### config.mk
export PLATFORM = sky130hd
export DESIGN_NAME = mem_stage
export DESIGN_NICKNAME = d
export VERILOG_FILES = /design/src/rtl/mem_stage_pkg.sv /design/src/rtl/mem_wait_counter.sv /design/src/rtl/mem_stage.sv
export SDC_FILE = /design/constraint.sdc
export NUM_CORES = 1
export LEC_CHECK = 0
export ABC_AREA = 1
export CELL_PAD_IN_SITES_DETAIL_PLACEMENT = 1
export CELL_PAD_IN_SITES_GLOBAL_PLACEMENT = 2
export CORE_MARGIN = 2
export CORE_UTILIZATION = 15
export DETAILED_ROUTE_END_ITERATION = 7
export PLACE_DENSITY_LB_ADDON = 0.08
export SETUP_SLACK_MARGIN = 0.2
export SYNTH_ARGS = -nofsm -noshare
export SYNTH_HDL_FRONTEND = slang
export SYNTH_SLANG_ARGS = --single-unit
### constraint.sdc
create_clock -name clock -period 2.3 [get_ports clock]
set_clock_uncertainty 0.1 [all_clocks]
set_input_delay 0.46 -clock clock [delete_from_list [all_inputs] [get_ports clock]]
set_output_delay 0.46 -clock clock [all_outputs]
set_load 0.005 [all_outputs]
### src/rtl/mem_stage_pkg.sv
// Shared constants for the memory stage: opcodes, exception codes, FSM encoding.
package mem_stage_pkg;

  localparam logic [4:0] OP_LW = 5'b01000;
  localparam logic [4:0] OP_SW = 5'b00111;

  localparam logic [2:0] EXC_NONE   = 3'd0;
  localparam logic [2:0] EXC_BUSERR = 3'd6;
  localparam logic [2:0] EXC_OOR    = 3'd7;

  typedef enum logic [1:0] {
    IDLE = 2'd0,
    WAIT = 2'd1,
    DONE = 2'd2
  } state_e;

endpackage

### src/rtl/mem_wait_counter.sv
// Wait-cycle counter for an outstanding data-memory access.
// Clear wins over enable; tc flags the last cycle before the access is abandoned.
module mem_wait_counter #(
  parameter int TIMEOUT = 15
) (
  input  logic clock,
  input  logic reset,
  input  logic clr,
  input  logic en,
  output logic tc
);

  localparam int CW = $clog2(TIMEOUT + 1);

  logic [CW-1:0] cnt_q, cnt_d;

  always_comb begin
    cnt_d = cnt_q;
    if (clr) begin
      cnt_d = '0;
    end else if (en) begin
      cnt_d = cnt_q + 1'b1;
    end
  end

  always_ff @(posedge clock) begin
    if (reset) begin
      cnt_q <= '0;
    end else begin
      cnt_q <= cnt_d;
    end
  end

  assign tc = (cnt_q == CW'(TIMEOUT - 1));

endmodule

### src/rtl/mem_stage.sv
// Pipeline memory stage: runs lw/sw on a req/ack data memory, stalling upstream meanwhile.
// Latency: 1 issue cycle + wait cycles until ack (or TIMEOUT), then one DONE cycle.
module mem_stage
  import mem_stage_pkg::*;
#(
  parameter int ADDR_W  = 12,
  parameter int TIMEOUT = 15
) (
  input  logic              clock,
  input  logic              reset,
  input  logic [31:0]       pc_in,
  input  logic [31:0]       instr_in,
  input  logic [31:0]       O_in,
  input  logic [31:0]       B_in,
  input  logic [2:0]        E_in,
  output logic              mem_req,
  output logic              mem_we,
  output logic [ADDR_W-1:0] mem_addr,
  output logic [31:0]       mem_wdata,
  input  logic              mem_ack,
  input  logic [31:0]       mem_rdata,
  output logic              stall,
  output logic [31:0]       pc_out,
  output logic [31:0]       instr_out,
  output logic [31:0]       O_out,
  output logic [31:0]       D_out,
  output logic [2:0]        E_out
);

  state_e            state_q, state_d;
  logic              req_q, req_d;
  logic              we_q, we_d;
  logic [ADDR_W-1:0] addr_q, addr_d;
  logic [31:0]       wdata_q, wdata_d;
  logic [31:0]       hold_q, hold_d;
  logic              berr_q, berr_d;
  logic              cnt_clr, cnt_en, cnt_tc;

  logic is_lw, is_sw, memop, oor;

  assign is_lw = (instr_in[31:27] == OP_LW);
  assign is_sw = (instr_in[31:27] == OP_SW);
  assign memop = (is_lw | is_sw) & (E_in == EXC_NONE);
  assign oor   = memop & (O_in[31:ADDR_W] != '0);

  mem_wait_counter #(.TIMEOUT(TIMEOUT)) u_wait_cnt (
    .clock (clock),
    .reset (reset),
    .clr   (cnt_clr),
    .en    (cnt_en),
    .tc    (cnt_tc)
  );

  always_comb begin
    state_d   = state_q;
    req_d     = req_q;
    we_d      = we_q;
    addr_d    = addr_q;
    wdata_d   = wdata_q;
    hold_d    = hold_q;
    berr_d    = berr_q;
    cnt_clr   = 1'b1;
    cnt_en    = 1'b0;
    stall     = 1'b0;
    pc_out    = pc_in;
    instr_out = instr_in;
    O_out     = O_in;
    D_out     = '0;
    E_out     = E_in;

    case (state_q)
      IDLE: begin
        if (oor) begin
          E_out = EXC_OOR;
        end else if (memop) begin
          stall   = 1'b1;
          state_d = WAIT;
          req_d   = 1'b1;
          we_d    = is_sw;
          addr_d  = O_in[ADDR_W-1:0];
          wdata_d = B_in;
        end
      end
      WAIT: begin
        stall   = 1'b1;
        cnt_clr = 1'b0;
        cnt_en  = 1'b1;
        // An ack on the terminal cycle still completes cleanly.
        if (mem_ack) begin
          state_d = DONE;
          hold_d  = we_q ? '0 : mem_rdata;
          berr_d  = 1'b0;
          req_d   = 1'b0;
          we_d    = 1'b0;
        end else if (cnt_tc) begin
          state_d = DONE;
          hold_d  = '0;
          berr_d  = 1'b1;
          req_d   = 1'b0;
          we_d    = 1'b0;
        end
      end
      DONE: begin
        D_out   = hold_q;
        E_out   = berr_q ? EXC_BUSERR : EXC_NONE;
        state_d = IDLE;
      end
      default: begin
        state_d = IDLE;
      end
    endcase

    // Bubble to reg_MW while X/M is held.
    if (stall) begin
      instr_out = '0;
      O_out     = '0;
      D_out     = '0;
      E_out     = EXC_NONE;
    end
  end

  always_ff @(posedge clock) begin
    if (reset) begin
      state_q <= IDLE;
      req_q   <= 1'b0;
      we_q    <= 1'b0;
      addr_q  <= '0;
      wdata_q <= '0;
      hold_q  <= '0;
      berr_q  <= 1'b0;
    end else begin
      state_q <= state_d;
      req_q   <= req_d;
      we_q    <= we_d;
      addr_q  <= addr_d;
      wdata_q <= wdata_d;
      hold_q  <= hold_d;
      berr_q  <= berr_d;
    end
  end

  assign mem_req   = req_q;
  assign mem_we    = we_q;
  assign mem_addr  = addr_q;
  assign mem_wdata = wdata_q;

endmodule

==> results_dict.tcl <==
set metrics [dict create \
    status "finished with violations" \
    violations "negative setup slack" \
    finalNetCount 1199 \
    fin_crit_ps 2460 \
    most-common-layout-cells "nor2_1 (171), clkdlybuf4s50_1 (151), inv_1 (134), dfxtp_1 (83), buf_4 (70)" \
    p_leak_nw 4.51 \
    ys_seq_area_frac 0.379 \
    grt_pass1_wl_mm 29.8 \
    place_area_mm2 0.00771 \
    cts_max_level 3 \
    fin_ws_ps -161 \
    final_util 0.297 \
    die_h_um 177 \
    fin_area_mm2 0.00877 \
    crit_chain "buf_6 -> nor2_2 -> nand2_2 -> nor2_4 -> nand2_2 -> nor2_4 -> nand3_4 -> nand2_8 -> buf_6 -> buf_6 -> buf_6 -> buf_6 -> nor2_2 -> buf_2" \
    core.rowCount 63 \
    cts_tree "built" \
    layout_commonest_cell "nor2_1" \
    crit_buf_inv 6 \
    yosysWarnings 0 \
    dr.first_iter.drc_count 114 \
    ys_types 22 \
    critPathRequiredTime_ps 1740 \
    drt-total-wl_mm 20.3 \
    die-area_mm2 0.0313 \
    grt.met2_usage 0.217 \
    grt_overflow_total 0 \
    start_kind "primary input" \
    worstHoldPathType "flip-flop to flip-flop" \
    die_w_um 177 \
    async_flop_share 0 \
    drt-vias-per-instance 3.71 \
    crit_fanout 8 \
    postSynthAreaPerCell_um2 6.38 \
    cpLargestDelayFamily "simple AND/OR/NAND/NOR gates" \
    drc 0 \
    period_share 1.07 \
    crit_path_top_delay_cell "nand2_8" \
    synth_cells 704 \
    post-place-ws_ps -799 \
    clkLatencyLatePin_ps 340 \
    top_usage_layer "met2" \
    syn2layout_area_growth_pct 95.5 \
    cts-root-buf "clkbuf_16" \
    io_buffer_count 279 \
    grt_antenna_before_repair 0 \
    synth_top_flop_cell "dfxtp_1" \
    path_common_cell "buf_6" \
    routedWlPerCell_um 14.3 \
    grt_usage 0.123 \
    vias 5284 \
    place.gp.congestion 0.737 \
    rsz0062_at_grt "true" \
    grt_max_degree 50 \
    timing.hold.ws_ps 367 \
    setup_violations 62 \
    synth-edff-count 0 \
    slew_viol_final 0 \
    first_pass_iters 4 \
    cp-end-kind "output pin" \
    finalHoldViolations 0 \
    dp_hpwl_mm 14.4 \
    slowest_delay_ps 140 \
    slew_headroom 0.606 \
    powerDensity_mw_per_mm2 407 \
    grt_pass1_vias 5415 \
    maxCapViolations 0 \
    groute.layer.met1.usage 0.144 \
    cts_sinks 85 \
    drive_above_1_share 0.284 \
    use_met3 0.0374 \
    mappedNetlistNets 872 \
    drtAntennaViolNets 0 \
    tightestPinTransition_ps 592 \
    critPathArrivalTime_ps 1900 \
    cts_buffers 9 \
    path_class "primary input to output pin" \
    max_freq_ghz 0.406 \
    ys_seq_elements 85 \
    clk_path_buf_depth 2 \
    core-area_mm2 0.0296 \
    path_clk_slew_ps 60 \
    start_util 0.152 \
    syn-cell-area_mm2 0.00449 \
    antennaDiodeCount 0 \
    peakVddDrop_v 0.000282 \
    ioPinCount 344 \
]
[power by group]
part	switching, W	internal [W]	leakage, nW
Combinational	0.000189	0.000319	3.67
Clock	0.000620	0.000975	0.152
Sequential	0.00000000000949	0.00147	0.685
[Yosys cell counts, types with 2 or more instances]
master	count	area (µm²)
inv_1	144	541
nand2_2	10	62.6
buf_2	10	50.1
buf_4	41	308
o31ai_1	31	233
buf_6	4	45.0
nor2_1	214	803
clkbuf_1	14	52.6
nand2_1	79	297
nand3_1	40	200
o21ai_0	14	70.1
ha_1	2	25.0
a21oi_1	6	30.0
nor2_2	3	18.8
dfxtp_1	85	1700
[repair_timing]
item / 4_1_cts / 5_1_grt
pin swaps: 31 / 16
setup buffers: 34 / 29
cloned: 0 / 4
resized for setup: 315 / 187
setup endpoints to repair: 131 / 97
hold buffers: 0 / 0
[worst paths after layout]
path / from / endpoint / slack (ps) / cells past startpoint
setup reg to reg: state_q[1] / mem_wdata[13] / 330 / 10
hold / removal: u_wait_cnt.cnt_q[0] / u_wait_cnt.cnt_q[0] / 370 / 1
hold reg to reg: u_wait_cnt.cnt_q[0] / u_wait_cnt.cnt_q[0] / 370 / 1
setup / recovery: O_in[21] / O_out[25] / -160 / 14
[sequential cells by signal (all words and copies together) (netlist names)]
name	cells
mem_req	1
mem_we	1
u_wait_cnt.cnt_q	4
berr_q	1
hold_q	32
state_q	2
mem_wdata	32
mem_addr	12
[cells by family (layout without fill, tap and decap cells)]
family	Yosys count	after routing	synth area share
AOI/OAI and AO/OA	53	53	0.0778
xor gates and xnor gates	1	1	0.00195
adders and majority gates	2	2	0.00557
buffers and inverters	214	545	0.223
DFF	85	85	0.379
and+or+nand+nor	349	349	0.313
[layout make-up]
class	instances	area (µm²)
timing repair buffer	386	3660
clock buffer	11	243
sequential	85	1700
fill	3587	20800
inverter	144	541
multi-input combinational	405	2070
clock inverter	4	72.6
tap	390	488
[per-stage QoR]
step | std cells | setup TNS (ps) | power (W)
3_3_place_gp | 1343 | -67120 | 0.00203
2_1_floorplan | 704 | 0 | 0.00165
4_1_cts | 1392 | -5430 | 0.00365
3_5_place_dp | 1343 | -62490 | 0.00203
6_report | 1425 | -3940 | 0.00357
5_1_grt | 1425 | -9090 | 0.00375
[routing by layer]
layer  routed length (µm)  up-vias
li1                     -     2693
met1                 8580     2432
met2                10200      145
met3                 1310       14
met4                  250        0
met5                    0        -
Power figures use the tool's default switching activity.
